## src/rtl/mem_port_arbiter_if.sv

```systemverilog
// -----------------------------------------------------------------------------
// mem_port_arbiter_if
// Bundles the two requester channels and the single-port table memory bus
// used by mem_port_arbiter.
//   Requester n (n = 0,1): req, we, addr, wdata, lock  -> arbiter
//                          gnt, rvalid, rdata, err     <- arbiter
//   Memory side:  mem_enable, mem_wr_en, mem_addr, mem_wdata <- arbiter
//                 mem_rdata (valid one cycle after a read)    -> arbiter
// Modports:
//   slave  - the arbiter itself
//   master - the environment (requesters plus the memory)
// -----------------------------------------------------------------------------
interface mem_port_arbiter_if #(
    parameter int ADDR_W = 5,
    parameter int DATA_W = 96
);
    logic              req0;
    logic              req1;
    logic              we0;
    logic              we1;
    logic [ADDR_W-1:0] addr0;
    logic [ADDR_W-1:0] addr1;
    logic [DATA_W-1:0] wdata0;
    logic [DATA_W-1:0] wdata1;
    logic              lock0;
    logic              lock1;
    logic              gnt0;
    logic              gnt1;
    logic              rvalid0;
    logic              rvalid1;
    logic [DATA_W-1:0] rdata0;
    logic [DATA_W-1:0] rdata1;
    logic              err0;
    logic              err1;
    logic              mem_enable;
    logic              mem_wr_en;
    logic [ADDR_W-1:0] mem_addr;
    logic [DATA_W-1:0] mem_wdata;
    logic [DATA_W-1:0] mem_rdata;

    modport slave (
        input  req0, req1, we0, we1, addr0, addr1, wdata0, wdata1, lock0, lock1,
        output gnt0, gnt1, rvalid0, rvalid1, rdata0, rdata1, err0, err1,
        output mem_enable, mem_wr_en, mem_addr, mem_wdata,
        input  mem_rdata
    );

    modport master (
        output req0, req1, we0, we1, addr0, addr1, wdata0, wdata1, lock0, lock1,
        input  gnt0, gnt1, rvalid0, rvalid1, rdata0, rdata1, err0, err1,
        input  mem_enable, mem_wr_en, mem_addr, mem_wdata,
        output mem_rdata
    );
endinterface

```

## src/rtl/mem_port_arbiter.sv

```systemverilog
// -----------------------------------------------------------------------------
// mem_port_arbiter
// Shares one single-port table memory between requester 0 (APB table path)
// and requester 1 (hardware engine). Round-robin per access, with a lock that
// lets the current owner perform back-to-back accesses (read-modify-write)
// without interference. Out-of-range addresses (>= DEPTH) are answered with an
// error response and never reach the memory.
//
// Ports:
//   clk, rst     - clock, asynchronous active-high reset
//   bus (slave)  - requester channels and memory bus, see mem_port_arbiter_if
//   perf_clr     - (optional) synchronous clear of the performance counters
//   gnt_cnt0/1   - (optional) saturating grant counters per requester
//   conflict_cnt - (optional) saturating count of contended/blocked cycles
//
// Optional feature: define MEM_PORT_ARB_PERF_CNT_EN to add the performance
// counters and perf_clr.
//
// Timing: grant and memory command are combinational in the request cycle;
// the response (rvalid/rdata/err) appears exactly one cycle later.
// -----------------------------------------------------------------------------
module mem_port_arbiter #(
    parameter int ADDR_W = 5,
    parameter int DATA_W = 96,
    parameter int DEPTH  = 21
) (
    input  logic                  clk,
    input  logic                  rst,
`ifdef MEM_PORT_ARB_PERF_CNT_EN
    input  logic                  perf_clr,
    output logic [31:0]           gnt_cnt0,
    output logic [31:0]           gnt_cnt1,
    output logic [31:0]           conflict_cnt,
`endif
    mem_port_arbiter_if.slave     bus
);

    typedef enum logic [1:0] {
        FREE = 2'd0,
        OWN0 = 2'd1,
        OWN1 = 2'd2
    } own_state_t;

    localparam logic [ADDR_W:0] DEPTH_C = (ADDR_W+1)'(DEPTH);

    function automatic logic addr_err(input logic [ADDR_W-1:0] a);
        return ({1'b0, a} >= DEPTH_C);
    endfunction

    own_state_t        state_q, state_d;
    logic              last_owner_q, last_owner_d;

    logic              gnt0_p0, gnt1_p0, gnt_any_p0;
    logic              id_p0, we_p0, err_p0, mem_en_p0;
    logic [ADDR_W-1:0] addr_p0;
    logic [DATA_W-1:0] wdata_p0;

    logic              vld_p1, id_p1, we_p1, err_p1;
    logic              rvalid0_p1, rvalid1_p1;
    logic [DATA_W-1:0] resp_data_p1;
    logic [DATA_W-1:0] rdata_hold0_q, rdata_hold1_q;

    // ---- stage p0: arbitration and memory command (combinational) ----
    // Grants are suppressed while reset is asserted so every output reads 0.
    always_comb begin
        gnt0_p0      = 1'b0;
        gnt1_p0      = 1'b0;
        state_d      = state_q;
        last_owner_d = last_owner_q;
        if (!rst) begin
            case (state_q)
                FREE: begin
                    if (bus.req0 && bus.req1) begin
                        // Whoever did not go last wins the tie.
                        gnt0_p0 = last_owner_q;
                        gnt1_p0 = !last_owner_q;
                    end else begin
                        gnt0_p0 = bus.req0;
                        gnt1_p0 = bus.req1;
                    end
                end
                OWN0:    gnt0_p0 = bus.req0;
                OWN1:    gnt1_p0 = bus.req1;
                default: state_d = FREE;
            endcase
        end
        if (gnt0_p0) begin
            state_d      = bus.lock0 ? OWN0 : FREE;
            last_owner_d = 1'b0;
        end else if (gnt1_p0) begin
            state_d      = bus.lock1 ? OWN1 : FREE;
            last_owner_d = 1'b1;
        end
    end

    assign gnt_any_p0 = gnt0_p0 | gnt1_p0;
    assign id_p0      = gnt1_p0;
    assign we_p0      = gnt1_p0 ? bus.we1    : bus.we0;
    assign addr_p0    = gnt1_p0 ? bus.addr1  : bus.addr0;
    assign wdata_p0   = gnt1_p0 ? bus.wdata1 : bus.wdata0;
    assign err_p0     = addr_err(addr_p0);
    assign mem_en_p0  = gnt_any_p0 & ~err_p0;

    assign bus.gnt0       = gnt0_p0;
    assign bus.gnt1       = gnt1_p0;
    assign bus.mem_enable = mem_en_p0;
    assign bus.mem_wr_en  = mem_en_p0 & we_p0;
    assign bus.mem_addr   = mem_en_p0 ? addr_p0  : '0;
    assign bus.mem_wdata  = mem_en_p0 ? wdata_p0 : '0;

    always_ff @(posedge clk or posedge rst) begin
        if (rst) begin
            state_q      <= FREE;
            last_owner_q <= 1'b1;
        end else begin
            state_q      <= state_d;
            last_owner_q <= last_owner_d;
        end
    end

    // ---- stage p1: response (one register stage: id, we, err) ----
    always_ff @(posedge clk or posedge rst) begin
        if (rst) begin
            vld_p1 <= 1'b0;
            id_p1  <= 1'b0;
            we_p1  <= 1'b0;
            err_p1 <= 1'b0;
        end else begin
            vld_p1 <= gnt_any_p0;
            id_p1  <= id_p0;
            we_p1  <= we_p0;
            err_p1 <= err_p0;
        end
    end

    // Memory read data arrives in this cycle, so it is forwarded directly;
    // write acks and errors carry zero data.
    assign resp_data_p1 = (vld_p1 && !we_p1 && !err_p1) ? bus.mem_rdata : '0;
    assign rvalid0_p1   = vld_p1 & ~id_p1;
    assign rvalid1_p1   = vld_p1 &  id_p1;

    // rdata keeps the last response between valids.
    always_ff @(posedge clk or posedge rst) begin
        if (rst) begin
            rdata_hold0_q <= '0;
            rdata_hold1_q <= '0;
        end else begin
            if (rvalid0_p1) rdata_hold0_q <= resp_data_p1;
            if (rvalid1_p1) rdata_hold1_q <= resp_data_p1;
        end
    end

    assign bus.rvalid0 = rvalid0_p1;
    assign bus.rvalid1 = rvalid1_p1;
    assign bus.err0    = rvalid0_p1 & err_p1;
    assign bus.err1    = rvalid1_p1 & err_p1;
    assign bus.rdata0  = rvalid0_p1 ? resp_data_p1 : rdata_hold0_q;
    assign bus.rdata1  = rvalid1_p1 ? resp_data_p1 : rdata_hold1_q;

`ifdef MEM_PORT_ARB_PERF_CNT_EN
    function automatic logic [31:0] sat_inc(input logic [31:0] v);
        return (v == 32'hFFFF_FFFF) ? v : v + 32'd1;
    endfunction

    logic conflict_p0;

    // Contention: both asking, or one asking while the other holds the lock.
    assign conflict_p0 = (bus.req0 && bus.req1) ||
                         (state_q == OWN0 && bus.req1) ||
                         (state_q == OWN1 && bus.req0);

    always_ff @(posedge clk or posedge rst) begin
        if (rst) begin
            gnt_cnt0     <= '0;
            gnt_cnt1     <= '0;
            conflict_cnt <= '0;
        end else if (perf_clr) begin
            gnt_cnt0     <= '0;
            gnt_cnt1     <= '0;
            conflict_cnt <= '0;
        end else begin
            if (gnt0_p0)     gnt_cnt0     <= sat_inc(gnt_cnt0);
            if (gnt1_p0)     gnt_cnt1     <= sat_inc(gnt_cnt1);
            if (conflict_p0) conflict_cnt <= sat_inc(conflict_cnt);
        end
    end
`endif

endmodule

```

## src/flat_wrapper.sv

```systemverilog
// flat-port wrapper written by rule: the top's interface ports become plain ports
module mem_port_arbiter_flat 
#(
    parameter int ADDR_W = 5,
    parameter int DATA_W = 96,
    parameter int DEPTH  = 21
)
  (clk, rst, bus_req0, bus_req1, bus_we0, bus_we1, bus_addr0, bus_addr1, bus_wdata0, bus_wdata1, bus_lock0, bus_lock1, bus_gnt0, bus_gnt1, bus_rvalid0, bus_rvalid1, bus_rdata0, bus_rdata1, bus_err0, bus_err1, bus_mem_enable, bus_mem_wr_en, bus_mem_addr, bus_mem_wdata, bus_mem_rdata);
  mem_port_arbiter_if #(.ADDR_W(ADDR_W), .DATA_W(DATA_W)) bus_i ();
  input  logic clk;
  input  logic rst;
  input wire logic [$bits(bus_i.req0)-1:0] bus_req0;
  input wire logic [$bits(bus_i.req1)-1:0] bus_req1;
  input wire logic [$bits(bus_i.we0)-1:0] bus_we0;
  input wire logic [$bits(bus_i.we1)-1:0] bus_we1;
  input wire logic [$bits(bus_i.addr0)-1:0] bus_addr0;
  input wire logic [$bits(bus_i.addr1)-1:0] bus_addr1;
  input wire logic [$bits(bus_i.wdata0)-1:0] bus_wdata0;
  input wire logic [$bits(bus_i.wdata1)-1:0] bus_wdata1;
  input wire logic [$bits(bus_i.lock0)-1:0] bus_lock0;
  input wire logic [$bits(bus_i.lock1)-1:0] bus_lock1;
  output wire logic [$bits(bus_i.gnt0)-1:0] bus_gnt0;
  output wire logic [$bits(bus_i.gnt1)-1:0] bus_gnt1;
  output wire logic [$bits(bus_i.rvalid0)-1:0] bus_rvalid0;
  output wire logic [$bits(bus_i.rvalid1)-1:0] bus_rvalid1;
  output wire logic [$bits(bus_i.rdata0)-1:0] bus_rdata0;
  output wire logic [$bits(bus_i.rdata1)-1:0] bus_rdata1;
  output wire logic [$bits(bus_i.err0)-1:0] bus_err0;
  output wire logic [$bits(bus_i.err1)-1:0] bus_err1;
  output wire logic [$bits(bus_i.mem_enable)-1:0] bus_mem_enable;
  output wire logic [$bits(bus_i.mem_wr_en)-1:0] bus_mem_wr_en;
  output wire logic [$bits(bus_i.mem_addr)-1:0] bus_mem_addr;
  output wire logic [$bits(bus_i.mem_wdata)-1:0] bus_mem_wdata;
  input wire logic [$bits(bus_i.mem_rdata)-1:0] bus_mem_rdata;
  assign bus_i.req0 = bus_req0;
  assign bus_i.req1 = bus_req1;
  assign bus_i.we0 = bus_we0;
  assign bus_i.we1 = bus_we1;
  assign bus_i.addr0 = bus_addr0;
  assign bus_i.addr1 = bus_addr1;
  assign bus_i.wdata0 = bus_wdata0;
  assign bus_i.wdata1 = bus_wdata1;
  assign bus_i.lock0 = bus_lock0;
  assign bus_i.lock1 = bus_lock1;
  assign bus_gnt0 = bus_i.gnt0;
  assign bus_gnt1 = bus_i.gnt1;
  assign bus_rvalid0 = bus_i.rvalid0;
  assign bus_rvalid1 = bus_i.rvalid1;
  assign bus_rdata0 = bus_i.rdata0;
  assign bus_rdata1 = bus_i.rdata1;
  assign bus_err0 = bus_i.err0;
  assign bus_err1 = bus_i.err1;
  assign bus_mem_enable = bus_i.mem_enable;
  assign bus_mem_wr_en = bus_i.mem_wr_en;
  assign bus_mem_addr = bus_i.mem_addr;
  assign bus_mem_wdata = bus_i.mem_wdata;
  assign bus_i.mem_rdata = bus_mem_rdata;
  mem_port_arbiter #(.ADDR_W(ADDR_W), .DATA_W(DATA_W), .DEPTH(DEPTH)) u_core (.clk(clk), .rst(rst), .bus(bus_i));
endmodule
```

## config.mk

```make
export PLATFORM = sky130hd
export DESIGN_NAME = mem_port_arbiter_flat
export DESIGN_NICKNAME = d
export VERILOG_FILES = /design/src/rtl/mem_port_arbiter_if.sv /design/src/rtl/mem_port_arbiter.sv /design/src/flat_wrapper.sv
export SDC_FILE = /design/constraint.sdc
export NUM_CORES = 1
export LEC_CHECK = 0
export ABC_AREA = 1
export ABC_CLOCK_PERIOD_IN_PS = 6900
export CORE_AREA = 2 2 234 236
export DETAILED_ROUTE_END_ITERATION = 16
export DIE_AREA = 0 0 236 238
export GPL_TIMING_DRIVEN = 1
export PLACE_DENSITY_LB_ADDON = 0.25
export SLEW_MARGIN = 15
export SYNTH_ARGS = -nofsm -noshare
export SYNTH_HDL_FRONTEND = slang
export SYNTH_SLANG_ARGS = --single-unit
```

## constraint.sdc

```tcl
create_clock -name clk -period 6.9 [get_ports clk]
set_input_delay 1.035 -clock clk [delete_from_list [all_inputs] [get_ports clk]]
set_output_delay 1.035 -clock clk [all_outputs]
set_load 0.005 [all_outputs]
```

# [Word level (Yosys, flattened, before mapping)]
# Index checks and enable logic that the tools add are counted.
[classes] n_addsub=0 multipliers=0 div_mod_pow=0 order_cmp=1 n_eq_ne=4 shift=0 muxes=22 n_bitwise=9 reduce_logical=10
[op_table] cell="96-bit two-way mux" count=5
[op_table] cell="2-bit two-way mux" count=5
[op_table] cell="5-bit two-way mux" count=2
[op_table] cell="1-bit two-way mux" count=8
[op_table] cell="1-bit bitwise AND" count=6
[op_table] cell="3-bit by 1-bit inequality test with 1-bit output, second input constant" count=2
[op_table] cell="5-bit greater-or-equal comparator, second input constant" count=1
[op_table] cell="1-bit case mux with 2 select lines" count=2
[op_table] cell="1-bit logical AND" count=3
[op_table] cell="1-bit zero test" count=3
[op_table] cell="3-bit OR reduction" count=1
[op_table] cell="2-bit by 1-bit == test with 1-bit output, second input constant" count=1
[op_table] cell="2-bit == test, second input constant" count=1
[op_table] cell="2-bit zero test" count=1
[op_table] cell="1-bit inverter" count=2
[op_table] cell="2-bit AND reduction" count=1
[op_table] cell="2-bit nonzero test" count=1
[op_table] cell="1-bit OR" count=1
[totals] reg_bits=199 latch_bits=0 ram_bits=0 mem_bits_ro=0 input_bits=306 output_inout_bits=301 word_cells=54 mem_count=0

# [Logic depth before layout (Yosys ltp)]
[depth] word_depth=9 ltp_mapped=14 depth_no_buf=12

# [Worst setup path before layout]
# OpenSTA, ideal clock, no wires.
[synth_timing] path_kind="input to register" from="in rst" to="reg u_core.state_q[1]" setup_ns=0.151 arrival_time_ns=6.330 setup_slack_ns=0.419 cell_stages=4 path_cell_list="inv_1 > o21ai_0 > a21oi_1 > a21oi_1"
[synth_via] elab_chain_len=3 elab_cells_between_ends=7 classes_between="2 x eq/ne; 4 x mux; 1 x reduce/logical"
[synth_lines] item="from (decl)" line_no="flat_wrapper.sv:11" rtl="input logic rst;"
[synth_lines] item="1-bit two-way mux" line_no="mem_port_arbiter.sv:70" rtl="if (!rst) begin"
[synth_lines] item="3-bit by 1-bit inequality test with 1-bit output (no line) or 2-bit two-way mux (tied branches)"
[synth_lines] item="2-bit AND reduction (no line) or 2-bit two-way mux (tied branches)"
[synth_lines] item="to (signal assigned)" line_no="mem_port_arbiter.sv:116" rtl="state_q <= state_d;"
[synth_lines] item="to (decl)" line_no="mem_port_arbiter.sv:50" rtl="own_state_t state_q, state_d;"
# Several ways; a longest one is shown, not always the timed one.
# A chain may end at the register's enable or synchronous reset.

# [Worst setup path in the final report]
[layout_timing] from="in rst" to="out bus_mem_wdata[7]"
[layout_via] elab_chain_len=6 elab_cells_between_ends=9 classes_between="1 x order compare; 5 x mux; 3 x bitwise"
[layout_lines] item="1-bit two-way mux" line_no="mem_port_arbiter.sv:70"
[layout_lines] item="5-bit two-way mux" line_no="mem_port_arbiter.sv:99" rtl="assign addr_p0 = gnt1_p0 ? bus.addr1 : bus.addr0;"
[layout_lines] item="5-bit greater-or-equal comparator" line_no="mem_port_arbiter.sv:47" rtl="return ({1'b0, a} >= DEPTH_C);"
[layout_lines] item="1-bit inverter" line_no="mem_port_arbiter.sv:102" rtl="assign mem_en_p0 = gnt_any_p0 & ~err_p0;"
[layout_lines] item="1-bit bitwise AND" line_no="mem_port_arbiter.sv:102"
[layout_lines] item="96-bit two-way mux (*)" line_no="mem_port_arbiter.sv:109" rtl="assign bus.mem_wdata = mem_en_p0 ? wdata_p0 : '0;"
[layout_lines] item="to (decl)" line_no="flat_wrapper.sv:33" rtl="output wire logic [$bits(bus_i.mem_wdata)-1:0] bus_mem_wdata;"
# Every way passes the cells marked *; elsewhere a longest branch is shown, timed or not.

==> flow_summary.toml <==
[outcome]
status = "completed"

[layout]
instances_no_fill = 2581
layout.nets = 2170
drive_gt1_share_pct = 8.10
multi_input_area_sq_um = 4420
fillers = 5698
area.growth.synth_to_final_pct = 70.1
final_area_sq_um = 17500
post-route-util_pct = 32.8
register_area_sq_um = 4980

[worst_hold_path]
hold_end = "u_core.rdata_hold1_q[40]"
holdCritStartpoint = "u_core.rdata_hold1_q[40]"
whs_path_depth = 2
hold_path.class = "reg2reg"

[routing]
viasPerCell = 4.05
via_count = 10453
first_pass_iters = 5
antenna_left = 0
drtIter0Drc = 516
wl_per_cell_um = 19.1
drc = 0
routed_wl_um = 49200

[critical_path]
cp-start-kind = "input port"
cp-end-kind = "primary output"
critPathArrivalTime_ns = 4.12
ff2ff_setup_slack_ns = 4.49
worstPathRequired_ns = 5.86
r2r-end = "u_core.rdata_hold0_q[52]"
criticalPathCategory = "in2out"
r2r_start = "u_core.vld_p1"
worst-r2r-cell-count = 5
path_max_fanout = 44

[placed_design]
placed_cells = 2541
gp_congestion = 0.911
dpl_cell_area_sq_um = 16900
pre_cts_ws_ns = 1.74
port_buffers = 606
hpwl_um = 39000

[die]
core-area_sq_um = 53500
fp.dieH_um = 238
rows = 85
start_util_pct = 19.3
die_width_um = 236
ios = 607
dieArea_sq_um = 56200

[yosys]
synth_area_per_cell_sq_um = 7.87
yosys.area_share.simple_pct = 32.7
synth_compound_area_share_pct = 9.88
synth_area_sq_um = 10300
synth-seq-area-share_pct = 48.3
synthAdderAreaFrac_pct = 0
synth_top_family_by_area = "simple AND/OR/NAND/NOR gates"
synth_mux_area_share_pct = 0
synth_cell_type_count = 26
synth_cells = 1310
yosys_register_bits = 199
synth_fp_nets = 1616
synth-xor-area-share_pct = 0
yosysWarnings = 0

[pwr]
peakVddDrop_mv = 0.182
power.density_nw_per_um2 = 295
p_leak_nw = 7.61
p_total_mw = 5.18

[clock_tree]
cts.path.max_buffers = 2
cts_sinks = 199
clkSlewWorstSetupHoldPaths_ns = 0.07
cts_tree = "done"
cts_root_buf = "clkbuf_16"
htreeDepth = 4
hold_buffers = 0
numCtsBuffers = 17
worstSkewPairLatency_ns = 0.47
cts_resized = 0
cts_setup_buffers = 0

[sta]
rsz0062_at_grt = "false"
finalSetupViolations = 0
hold_ws_ns = 0.499
fmax_ghz = 0.194
post-route-period-util_pct = 74.8
layout_setup_ws_ns = 1.74
final-hold-violation-count = 0
fin_crit_ns = 5.16
max_slew_margin_pct = 33.8
setup_tns_ns = 0
worst_pin_slew_ns = 0.993
slew_violations = 0
fin_skew_ns = 0.0152

[global_route]
grt_max_degree = 141
antenna_found_initial = 16
grt_first_pass_wirelength_um = 71100
grt_pass1_vias = 10708
grt.overflow.total = 0
track_usage_pct = 17.1

[job]
maxCapViolations = 0
## placed cells by master, fill, tap and decap left out, types with 5 or more instances in the layout
| cell | synthesis | layout |
|---|---|---|
| clkdlybuf4s50_1 | 0 | 605 |
| dfrtp_1 | 198 | 198 |
| nor2_4 | 90 | 90 |
| buf_4 | 1 | 12 |
| o21ai_0 | 197 | 197 |
| nand2_1 | 589 | 588 |
| diode_2 | 0 | 8 |
| nor2_1 | 15 | 15 |
| inv_1 | 113 | 111 |
| clkbuf_16 | 0 | 17 |
| inv_8 | 0 | 6 |
| inv_6 | 0 | 5 |
## cell type report
| cell class | instances | share of cell area, % |
|---|---|---|
| Sequential cell | 199 | 28.4 |
| Timing Repair Buffer | 620 | 35.4 |
| Multi-Input combinational cell | 909 | 25.2 |
| Inverter | 117 | 2.58 |
| Antenna cell | 8 | 0.114 |
| Clock buffer | 18 | 2.45 |
| Clock inverter | 14 | 0.977 |
| Tap cell | 696 | 4.96 |
## synthesized netlist by cell type
cell type	instances	area share [%]
nand2_1	589	21
dfrtp_1	198	48
o21ai_0	197	9.6
inv_1	113	4.1
nor2_4	90	9.8
clkbuf_1	59	2.1
buf_2	15	0.73
nor2_1	15	0.55
buf_12	10	1.9
nand2_2	4	0.24
inv_2	3	0.11
a21oi_1	2	0.097
nand3b_1	2	0.15
a22o_1	1	0.085
buf_4	1	0.073
clkinv_1	1	0.036
dfstp_2	1	0.25
nand2_4	1	0.11
nand3_1	1	0.048
nand3_2	1	0.097
nand4_1	1	0.061
nor3_1	1	0.048
o21ai_1	1	0.048
o21ai_2	1	0.085
or2_0	1	0.061
or2_2	1	0.061
## critical path, stage by stage
cell	delay [ns]
clkdlybuf4s50_1	0.66
nor2_4	0.09
nand2_4	0.35
clkinv_2	0.22
o21ai_2	0.22
nand2_2	0.08
nand2_2	0.11
nand2_8	0.28
buf_12	0.34
nor2_1	0.14
clkdlybuf4s50_1	0.52
## power breakdown
| group | leakage, nW | total [mW] | switching [mW] | internal [mW] |
|---|---|---|---|---|
| clock | 0.295 | 1.04 | 0.519 | 0.522 |
| sequential | 2.67 | 1.66 | 0.105 | 1.55 |
| combinational | 4.65 | 2.48 | 1.25 | 1.23 |
| total | 7.61 | 5.18 | 1.88 | 3.30 |
## cell families (layout without fill, tap and decap cells)
kind of cell	after synthesis	count (layout)
AO/OA/AOI/OAI	202	202
buffers and inverters	202	769
flip-flops	199	199
other	0	8
AND/OR/NAND/NOR	707	707
## flip-flops by register name (all words and copies together) (netlist names)
signal,flops
u_core.rdata_hold0_q,96
u_core.rdata_hold1_q,96
u_core.state_q,2
u_core.err_p1,1
u_core.id_p1,1
u_core.last_owner_q,1
u_core.vld_p1,1
u_core.we_p1,1
## per-layer routing
layer / global-route usage (%) / wire, um / vias up / part of all wire, %
li1: - / - / 5104 / -
met1: 18.2 / 18200 / 4833 / 37
met2: 30.9 / 25400 / 454 / 52
met3: 5.69 / 3930 / 62 / 8.0
met4: 7.04 / 1630 / 0 / 3.3
met5: 0 / 0 / - / 0
## how the worst max path moves through the flow
stage / depth (start not counted) / startpoint / end / slack (ns)
2_1_floorplan: 4 / rst / u_core.state_q[1] / 0.42
3_3_place_gp: 11 / rst / bus_mem_wdata[5] / 1.78
3_5_place_dp: 11 / rst / bus_mem_wdata[2] / 1.74
4_1_cts: 11 / rst / bus_mem_wdata[2] / 1.73
5_1_grt: 11 / rst / bus_mem_wdata[0] / 1.55
6_report: 11 / rst / bus_mem_wdata[7] / 1.74
Note: power is estimated with default switching activity, not from simulation.
